--- config.mk ---
export PLATFORM = sky130hd
export DESIGN_NAME = pipe_reg_elastic
export DESIGN_NICKNAME = d
export VERILOG_FILES = /design/src/rtl/pipe_reg_elastic.sv
export SDC_FILE = /design/constraint.sdc
export NUM_CORES = 1
export LEC_CHECK = 0
export ABC_AREA = 1
export CAP_MARGIN = 20
export CORE_MARGIN = 2
export CORE_UTILIZATION = 62
export DETAILED_ROUTE_END_ITERATION = 10
export DONT_BUFFER_PORTS = 1
export GPL_TIMING_DRIVEN = 0
export PLACE_DENSITY = 0.9
export SLEW_MARGIN = 5
export SYNTH_ARGS = -nofsm -noshare
export SYNTH_HDL_FRONTEND = slang
export SYNTH_SLANG_ARGS = --single-unit
--- constraint.sdc ---
create_clock -name clk_i -period 2.6 [get_ports clk_i]
set_input_delay 0.52 -clock clk_i [delete_from_list [all_inputs] [get_ports clk_i]]
set_output_delay 0.52 -clock clk_i [all_outputs]
set_load 0.05 [all_outputs]
--- src/rtl/pipe_reg_elastic.sv ---
`default_nettype none
// +--------------------------------------------------------------------------+
// | pipe_reg_elastic                                                         |
// | DEPTH-stage elastic pipeline register with valid/ready handshake,        |
// | bubble collapse, global flush and global stall.                          |
// | Optional occupancy output occ_o: define PIPE_REG_ELASTIC_OCC_EN.         |
// | Revision: 1.0                                                            |
// +--------------------------------------------------------------------------+
module pipe_reg_elastic #(
  parameter int WIDTH = 32,
  parameter int DEPTH = 2
) (
  input  logic                       clk_i,
  input  logic                       rst_i,
  input  logic                       flush_i,
  input  logic                       stall_i,
  input  logic                       in_valid_i,
  output logic                       in_ready_o,
  input  logic [WIDTH-1:0]           in_data_i,
  output logic                       out_valid_o,
  input  logic                       out_ready_i,
  output logic [WIDTH-1:0]           out_data_o
`ifdef PIPE_REG_ELASTIC_OCC_EN
  ,
  output logic [$clog2(DEPTH+1)-1:0] occ_o
`endif
);

  logic [DEPTH-1:0] v;
  logic [WIDTH-1:0] d [DEPTH];
  logic [DEPTH-1:0] mv;
  logic             accept;

  // A stage moves when it is valid and its successor is empty or moving too.
  always_comb begin
    mv = '0;
    mv[DEPTH-1] = v[DEPTH-1] & out_ready_i;
    for (int k = DEPTH - 2; k >= 0; k--) begin
      mv[k] = v[k] & (~v[k+1] | mv[k+1]);
    end
  end

  assign in_ready_o  = ~flush_i & ~stall_i & (~v[0] | mv[0]);
  assign out_valid_o = v[DEPTH-1] & ~stall_i;
  assign out_data_o  = d[DEPTH-1];
  assign accept      = in_valid_i & in_ready_o;

  // Emptied stages are zeroed so invalid slots always carry d=0.
  always_ff @(posedge clk_i) begin
    if (rst_i || flush_i) begin
      v <= '0;
      for (int k = 0; k < DEPTH; k++) begin
        d[k] <= '0;
      end
    end else if (!stall_i) begin
      if (accept) begin
        v[0] <= 1'b1;
        d[0] <= in_data_i;
      end else if (mv[0]) begin
        v[0] <= 1'b0;
        d[0] <= '0;
      end
      for (int k = 1; k < DEPTH; k++) begin
        if (mv[k-1]) begin
          v[k] <= 1'b1;
          d[k] <= d[k-1];
        end else if (mv[k]) begin
          v[k] <= 1'b0;
          d[k] <= '0;
        end
      end
    end
  end

`ifdef PIPE_REG_ELASTIC_OCC_EN
  localparam int OW = $clog2(DEPTH + 1);

  logic pop;
  assign pop = out_valid_o & out_ready_i;

  always_ff @(posedge clk_i) begin
    if (rst_i || flush_i) begin
      occ_o <= '0;
    end else if (accept && !pop) begin
      occ_o <= occ_o + OW'(1);
    end else if (!accept && pop) begin
      occ_o <= occ_o - OW'(1);
    end
  end
`endif

endmodule
`default_nettype wire

## After elaboration in Yosys (flattened, before gate mapping)

Memory sizes are Yosys's and may differ from the RTL's.
Index checks and enable logic that the tools add are counted.

| cells by class | value |
|---|---|
| bitwise logic cells | 16 |
| muxes and demuxes | 27 |
| reductions and logical operators | 5 |

Operators with widths:

| kind | number |
|---|---|
| $mux 32 | 4 |
| $mux 1 | 23 |
| $and 1x1->1 | 6 |
| $or 1x1->1 | 6 |
| $not 1->1 | 4 |
| $reduce_and 2->1 | 2 |
| $reduce_bool 2->1 | 2 |
| $logic_or 1x1->1 | 1 |

| storage, ports and cells | value |
|---|---|
| word-level logic and storage cells | 51 |
| flip-flop bits (word level) | 2 |
| memories kept | 1 |
| bits in writable memories | 64 |
| output and inout bits | 34 |

Memories:

| memory | words | bits a word | read ports | clocked after memory_dff | wr ports | line | source |
|---|---|---|---|---|---|---|---|
| d | 2 | 32 | 2 | 0 | 2 | 30 | `logic [WIDTH-1:0] d [DEPTH];` |

## Depth between registers and ports, before layout

Gate-level depths: netlist (run 1).

| depth | value |
|---|---|
| word-level depth | 12 |
| gate-level depth with buffers | 7 |
| gate-level depth less buffers | 6 |

## Worst setup path after synthesis (run 1)

No wires, ideal clock.

| timing | value |
|---|---|
| kind | in2reg |
| start | input port out_ready_i |
| end | memory d[0][0] (enable) |
| arrival time | 1.796 ns |
| cell stages on the path | 6 |
| setup slack | 0.243 ns |
| path buffers | 0 |
| data required time | 2.039 ns |
| setup time | 0.561 ns |
| cells stage by stage | inv_1 nand3_1 nand2_1 inv_1 nand2_1 nand3_1 |

RTL lines:

| what | line | source |
|---|---|---|
| start, declared | 21 | `input logic out_ready_i,` |
| end, declared | 30 |  |

==> results of run 1 <==
[metrics by stage]
stage          util, %  power, uW  instance area (um^2)
2_1_floorplan        -       1202                  2659
3_3_place_gp     67.07       1216                  2721
3_5_place_dp     67.19       1220                  2726
4_1_cts          72.34       2116                  2935
5_1_grt          72.34       2174                  2935
6_report         72.34       2113                  2935
[logic make-up after synthesis]
family | after synthesis | synth area share, %
and+or+nand+nor | 111 | 21.51
DFF | 66 | 61.74
buffers and inverters | 59 | 10.35
AOI/OAI and AO/OA | 34 | 6.400
[critical path: cells and delay by family, from the launching register on]
| family | cells | cell delay, ns |
|---|---|---|
| buf+inv | 1 | 0.23 |
| flops | 1 | 0.40 |
| simple gates | 4 | 0.91 |
[sequential cells by signal (all words and copies together) (netlist names)]
name	count
d	64
v	2
[power by group through the flow]
| stage | Clock, uW | Sequential [uW] | Combinational, uW |
|---|---|---|---|
| after floorplan | 0 | 1150 | 50.8 |
| after global placement | 0 | 1150 | 63.6 |
| after detailed placement | 0 | 1150 | 66.1 |
| after CTS | 918 | 1130 | 67.0 |
| after global routing | 966 | 1130 | 74.6 |
| final | 914 | 1130 | 66.8 |
[layer usage]
metal,global-route usage [%],vias up,part of all wire (%)
li1,-,950,-
met1,25.90,899,40
met3,10.47,15,8.0
met4,11.11,0,2.5
met5,0,-,0
met2,39.42,79,49
[placed cells by master (no fill, tap or decap)]
master      instances
inv_1              35
nand3_1            34
nor2_1             34
dfxtp_1            34
a21oi_1            33
nand4_1            32
edfxtp_1           32
buf_2              10
clkbuf_8            9
buf_4               5
clkbuf_1            4
nand2_1             3
buf_6               3
nor2_4              2
nand2_2             2
nand3_2             2
buf_1               2
clkinv_2            2
bufinv_16           2
inv_2               1
nor2_2              1
and3_1              1
o21ai_1             1
clkinvlp_4          1
clkinv_1            1
[final cells by class]
type	count	area (um^2)
multi-input combinational	145	747.0
tap	50	62.56
clock buffer	10	127.6
fill	284	1122
clock inverter	6	81.33
inverter	36	135.1
buffer	23	140.1
sequential	66	1642
[worst paths after layout]
check,start,to,cells after the start
setup / recovery,v[0],d[0][28],5
hold / removal,stall_i,d[1][28],3
setup reg to reg,v[0],d[0][28],5
hold reg to reg,v[0],v[0],2
==> flow_metrics.env, run 1 <==
export IMPL_cts_max_path_buffers=2
export IMPL_ant_nets=0
export IMPL_first_pass_iters=4
export IMPL_synth_edff_count=32
export IMPL_synth_seq_cells=66
export IMPL_cp_start_kind="register"
export IMPL_vdd_drop_max_v=0.0003742
export IMPL_grt_max_degree=33
export IMPL_comb_power_share_pct=3.2
export IMPL_slowest_stage="nand3_2"
export IMPL_initial_core_util_pct=65.53
export IMPL_status="completed"
export IMPL_finalCriticalPeriod_ns=2.053
export IMPL_num_rows=23
export IMPL_drive_above_1_share_pct=13.99
export IMPL_ys_seq_area_share_pct=61.74
export IMPL_dpl_hpwl_mm=3.674
export IMPL_drt_drc_violations_left=0
export IMPL_maxCapViolCount=0
export IMPL_yosysWarningCount=0
export IMPL_wirelength_mm=5.499
export IMPL_hold_ws_ns=0.3865
export IMPL_drt_iter0_drc=96
export IMPL_tightest_slew_ns=0.7731
export IMPL_slew_violations=0
export IMPL_async_reset_ff_share_pct=0
export IMPL_tritoncts="built"
export IMPL_p_int_uw=1667
export IMPL_period_share_pct=78.96
export IMPL_avgRoutedWirePerCell_um=16.37
export IMPL_worst_path_largest_cell_delay_ns=0.59
export IMPL_p_switching_uw=445.5
export IMPL_postCtsResizedCells=0
export IMPL_cts_hold_buf=0
export IMPL_maxClockFrequency_ghz=0.4871
export IMPL_area_delta_synth_final_pct=10.40
export IMPL_synth_top_cell_by_area="edfxtp_1"
export IMPL_seq_power_share_pct=53.6
export IMPL_cp_required_ns=2.44
export IMPL_fin_setup_tns_ns=0
export IMPL_via_per_inst=5.783
export IMPL_grt_pass1_wl_mm=8.742
export IMPL_netlist_area_um2=2659
export IMPL_setup_viol=0
export IMPL_grt_antenna_before_repair=0
export IMPL_max_slew_margin_pct=48.40
export IMPL_fp_dieH_um=69.49
export IMPL_cts_max_level=3
export IMPL_yosysTopAreaCellShare_pct=36.14
export IMPL_vias=1943
export IMPL_post_place_cells=320
export IMPL_p_per_area_nw_per_um2=719.8
export IMPL_critPathCaptureType="register"
export IMPL_dieArea_um2=4828
export IMPL_post_cts_buffers=0
export IMPL_grt_usage_pct=23.69
export IMPL_syn_area_per_cell_um2=9.847
export IMPL_io_pins=72
export IMPL_hold_class="primary input to register"
export IMPL_clkSinkCount=66
export IMPL_nets=319
export IMPL_synthTopCellsByCount="35 x inv_1, 35 x nand3_1, 34 x dfxtp_1, 34 x nor2_1, 33 x a21oi_1"
export IMPL_crit_type="register to register"
export IMPL_synth_cell_types=20
export IMPL_portBuffers=0
export IMPL_dp_slack_ns=0.3334
export IMPL_rsz0062_at_grt="false"
export IMPL_core_um2=4058
export IMPL_ys_flop_type="dfxtp_1"
export IMPL_postSynthNetCount=308
export IMPL_cp_max_fo=32
export IMPL_numCtsBuffers=9
export IMPL_syn_inst=270
export IMPL_final_cells=336
export IMPL_arrival_ns=1.90
export IMPL_crit_top_cell="nand2_1"
export IMPL_layout_setup_ws_ns=0.5470
export IMPL_cellLeakagePower_uw=0.001208
export IMPL_synth_top_cells_by_area="edfxtp_1 36%, dfxtp_1 26%, nand4_1 7.5%, nand3_1 6.6%, a21oi_1 6.2%"
export IMPL_die_w_um=69.49
export IMPL_skew_ns=0.008146
export IMPL_pwr_share_clk_pct=43.3
export IMPL_timing_reg2reg_setup_slack_ns=0.55
export IMPL_grt_overflow_total=0
export IMPL_first_global_vias=1839
export IMPL_gp_congestion=0.8446
export IMPL_clock_latency_ns=0.34
export IMPL_n_antenna_cell=0
export IMPL_p_sw_share_pct=21.08
export IMPL_hold_viol=0
export IMPL_crit_chain="nand3_1 > nand2_1 > inv_1 > nand2_1 > nand3_2"
export IMPL_clk_pin_slew_ns=0.07
export IMPL_root_buffer="clkbuf_8"
(Power assumes the default switching activity.)
==> run 2, diff against run 1 <==
==> constraint.sdc (replaced) <==
create_clock -name clk_i -period 2.1 [get_ports clk_i]
set_input_delay 0.42 -clock clk_i [delete_from_list [all_inputs] [get_ports clk_i]]
set_output_delay 0.42 -clock clk_i [all_outputs]
set_load 0.05 [all_outputs]
==> flow_metrics.env, run 2 (synthesis gave the netlist of run 1 again) <==
export IMPL_status="completed"
export IMPL_grt_util_met3_pct=9.738
export IMPL_numCtsBuffers=9
export IMPL_first_pass_iters=4
export IMPL_root_buffer="clkbuf_8"
export IMPL_top_regs="d: 64 flops, v: 2 flops"
export IMPL_gp_congestion=0.7955
export IMPL_n_antenna_cell=0
export IMPL_vdd_drop_max_v=0.0004890
export IMPL_final_cells=336
export IMPL_fp_dieH_um=69.49
export IMPL_drt_iter0_drc=104
export IMPL_critPathCaptureType="register"
export IMPL_cts_hold_buf=0
export IMPL_gr_usage_met1_pct=24.81
export IMPL_vias=1898
export IMPL_tritoncts="built"
export IMPL_finalCriticalPeriod_ns=1.744
export IMPL_clkSinkCount=66
export IMPL_cts_max_level=3
export IMPL_placed_cell_area_um2=2726
export IMPL_num_rows=23
export IMPL_drt_drc_violations_left=0
export IMPL_wirelength_mm=4.919
export IMPL_period_share_pct=83.05
export IMPL_via_per_inst=5.649
export IMPL_grt_use_met2_pct=36.97
export IMPL_cp_max_fo=32
export IMPL_top_usage_layer="met2"
export IMPL_top_register="d"
export IMPL_p_per_area_nw_per_um2=851.8
export IMPL_area_delta_synth_final_pct=10.40
export IMPL_arrival_ns=1.73
export IMPL_maxCapViolCount=0
export IMPL_grt_max_degree=33
export IMPL_nets=319
export IMPL_grt_antenna_before_repair=0
export IMPL_slew_violations=0
export IMPL_dieArea_um2=4828
export IMPL_clock_latency_ns=0.33
export IMPL_maxClockFrequency_ghz=0.5734
export IMPL_avgRoutedWirePerCell_um=14.64
export IMPL_fillers=297
export IMPL_hold_ws_ns=0.2931
export IMPL_ant_nets=0
export IMPL_cts_max_path_buffers=2
export IMPL_portBuffers=0
export IMPL_grt_usage_pct=22.46
export IMPL_cp_start_kind="register"
export IMPL_post_cts_buffers=0
export IMPL_utilization_pct=72.34
export IMPL_dpl_hpwl_mm=3.576
export IMPL_grt_overflow_total=0
export IMPL_largest_reg_flops=64
export IMPL_first_global_vias=1838
export IMPL_clk_pin_slew_ns=0.07
export IMPL_rsz0062_at_grt="false"
export IMPL_grt_pass1_wl_mm=8.238
export IMPL_final_cell_mix="35 x inv_1, 34 x nand3_1, 34 x nor2_1, 34 x dfxtp_1, 33 x a21oi_1"
export IMPL_hold_viol=0
export IMPL_crit_type="register to register"
export IMPL_final_common_cell="inv_1"
export IMPL_fin_setup_tns_ns=0
export IMPL_cellLeakagePower_uw=0.001211
export IMPL_hold_class="primary input to register"
export IMPL_core_um2=4058
export IMPL_drive_above_1_share_pct=14.34
export IMPL_tightest_slew_ns=0.6054
export IMPL_skew_ns=0.006332
export IMPL_post_place_cells=320
export IMPL_setup_viol=0
export IMPL_cp_required_ns=2.08
export IMPL_design_area_um2=2935
export IMPL_io_pins=72
export IMPL_max_slew_margin_pct=59.60
export IMPL_initial_core_util_pct=65.53
export IMPL_die_w_um=69.49
[run 2: cell types whose count changed in the layout (fill, tap and decap cells not counted), sizes merged]
cell / delta
bufinv: -2
clkbuf: +5
clkinv: -2
clkinvlp: -1
[run 2: worst max-delay path, cell delays in order, from the launching register on]
cell and delay (ns):
dfxtp_1 0.35, nand3_1 0.09, nand2_1 0.05, inv_1 0.36, nand2_1 0.19, nand3_4 0.35
[run 2: repair_timing]
action,CTS,global route
endpoints found under the setup margin,0,32
gates resized for setup,0,1
hold endpoints to repair,0,0
[run 2: report_power, final]
part	internal [uW]	switching, uW
Clock	589	430
Sequential	1390	14.8
Combinational	19.8	62.1
[run 2: worst paths after layout]
path	slack, ns	cells past startpoint	to	start
worst min register to register	0.53	2	v[0]	v[0]
worst max register to register	0.36	5	d[0][11]	v[1]
worst min-delay path	0.29	3	d[1][28]	stall_i
worst max-delay path	0.36	5	d[0][11]	v[1]
[run 2: area by class of cell]
class	instances	area (um^2)	share of cell area, %
Multi-Input combinational cell	145	754.5	25.70
Sequential cell	66	1642	55.92
Inverter	36	135.1	4.604
Clock inverter	1	5.005	0.1705
Buffer	23	140.1	4.774
Tap cell	50	62.56	2.131
Clock buffer	15	196.4	6.692
[run 2: per-stage QoR]
stage / worst slack, ns / power, uW
2_1_floorplan: 0.2320 / 1488
3_3_place_gp: -0.03339 / 1505
3_5_place_dp: -0.08162 / 1509
4_1_cts: 0.02891 / 2521
5_1_grt: 0.1987 / 2592
6_report: 0.3559 / 2500
[run 2: metal layers]
metal	up-vias	part of all wire [%]
met5	-	0
met4	0	2.0
met3	11	7.4
met2	60	50
met1	877	40
li1	950	-
==> run 3, diff against run 2 <==
==> constraint.sdc (replaced) <==
create_clock -name clk_i -period 1.8 [get_ports clk_i]
set_input_delay 0.36 -clock clk_i [delete_from_list [all_inputs] [get_ports clk_i]]
set_output_delay 0.36 -clock clk_i [all_outputs]
set_load 0.05 [all_outputs]
==> flow_metrics.env, run 3 (synthesis gave the netlist of run 1 again) <==
export IMPL_setup_viol=0
export IMPL_cts_max_level=3
export IMPL_initial_core_util_pct=65.53
export IMPL_maxClockFrequency_ghz=0.5788
export IMPL_rsz0062_at_grt="true"
export IMPL_drive_above_1_share_pct=14.63
export IMPL_p_per_area_nw_per_um2=985.0
export IMPL_dpl_hpwl_mm=3.649
export IMPL_clkSinkCount=66
export IMPL_top_register="d"
export IMPL_m1WireLength_mm=2.142
export IMPL_cp_required_ns=1.89
export IMPL_reg2regPathDepth=6
export IMPL_p_switching_uw=606.3
export IMPL_skew_ns=0.006040
export IMPL_clk_pin_slew_ns=0.07
export IMPL_cp_max_fo=10
export IMPL_top_regs="d: 64 flops, v: 2 flops"
export IMPL_wl_met2_mm=2.825
export IMPL_first_pass_iters=4
export IMPL_grt_antenna_before_repair=0
export IMPL_fin_setup_tns_ns=0
export IMPL_fp_dieH_um=69.49
export IMPL_met3_length_um=507
export IMPL_comb_power_share_pct=3.6
export IMPL_num_rows=23
export IMPL_critPathCaptureType="register"
export IMPL_max_slew_margin_pct=56.39
export IMPL_first_global_vias=1945
export IMPL_top_layer_used="met4"
export IMPL_root_buffer="clkbuf_8"
export IMPL_area_delta_synth_final_pct=10.96
export IMPL_seq_power_share_pct=56.2
export IMPL_cellLeakagePower_uw=0.001201
export IMPL_post_cts_buffers=0
export IMPL_p_sw_share_pct=20.87
export IMPL_die_w_um=69.49
export IMPL_final_cells=337
export IMPL_period_share_pct=95.98
export IMPL_vias=1987
export IMPL_slew_violations=0
export IMPL_io_pins=72
export IMPL_core_um2=4058
export IMPL_tritoncts="built"
export IMPL_finalCriticalPeriod_ns=1.728
export IMPL_clock_latency_ns=0.33
export IMPL_cts_max_path_buffers=2
export IMPL_crit_type="register to register"
export IMPL_nets=320
export IMPL_ant_nets=0
export IMPL_fillers=307
export IMPL_wirelength_mm=5.546
export IMPL_cp_start_kind="register"
export IMPL_n_antenna_cell=0
export IMPL_pwr_share_clk_pct=40.3
export IMPL_status="completed"
export IMPL_tightest_slew_ns=0.6534
export IMPL_vdd_drop_max_v=0.0005848
export IMPL_grt_usage_pct=23.31
export IMPL_maxCapViolCount=0
export IMPL_final_cell_mix="34 x inv_1, 34 x nand3_1, 34 x nor2_1, 34 x dfxtp_1, 33 x a21oi_1"
export IMPL_largest_reg_flops=64
export IMPL_numCtsBuffers=9
export IMPL_p_int_uw=2300
export IMPL_drt_drc_violations_left=0
export IMPL_dieArea_um2=4828
export IMPL_hold_path_depth=3
export IMPL_portBuffers=0
export IMPL_arrival_ns=1.81
export IMPL_grt_max_degree=33
export IMPL_avgRoutedWirePerCell_um=16.46
export IMPL_drt_iter0_drc=146
export IMPL_grt_overflow_total=0
export IMPL_hold_class="primary input to register"
export IMPL_grt_pass1_wl_mm=8.721
export IMPL_hold_viol=0
export IMPL_post_place_cells=320
export IMPL_via_per_inst=5.896
export IMPL_gp_congestion=0.8522
[run 3: through the flow]
stage	setup WS, ns	area, um^2	hold slack (ns)	power (uW)	utilization, %
floorplan	0.1453	2671	0.4862	1737	-
global placement	0.01073	2734	0.5017	1757	67.38
detailed placement	-0.01438	2734	0.5314	1762	67.38
CTS	0.01635	2927	0.2216	2909	72.12
global route	-0.05121	2950	0.2197	3003	72.71
finish	0.07235	2950	0.2252	2906	72.71
[run 3: path summary, 6_finish.rpt]
path	to	slack [ns]	startpoint
max	d[0][20]	0.07	v[0]
min	d[1][28]	0.23	stall_i
max reg2reg	d[0][20]	0.07	v[0]
min reg2reg	d[1][7]	0.54	d[0][7]
[run 3: layout make-up]
type	instances	area (um^2)	share of cell area, %
Inverter	36	138.9	4.707
Tap cell	50	62.56	2.120
Multi-Input combinational cell	146	774.5	26.25
Clock buffer	15	187.7	6.361
Buffer	23	140.1	4.750
Clock inverter	1	5.005	0.1696
Sequential cell	66	1642	55.64
[run 3: critical path: stages (launching register included)]
cell and delay [ns]:
dfxtp_1 0.40, nand3_1 0.11, nand2_1 0.12, clkinvlp_4 0.29
nand3_2 0.24, buf_2 0.25, nor2_1 0.07
[run 3: what timing repair did]
item	in CTS	in global routing
endpoints found under the setup margin	0	32
hold buffers	0	0
endpoints found under the hold margin	0	0
gates resized for setup	0	3
[run 3: power by group through the flow]
stage	clock network, uW	logic (uW)	registers (uW)
after detailed placement	0	96.6	1670
after global placement	0	94.1	1660
after floorplan	0	75.5	1660
after global routing	1250	115	1640
final	1170	103	1630
after CTS	1180	97.7	1630
[run 3: routing by layer]
layer	up-vias	global-route usage (%)
met3	9	8.721
li1	953	-
met5	-	0
met4	0	11.55
met2	95	38.78
met1	930	26.29
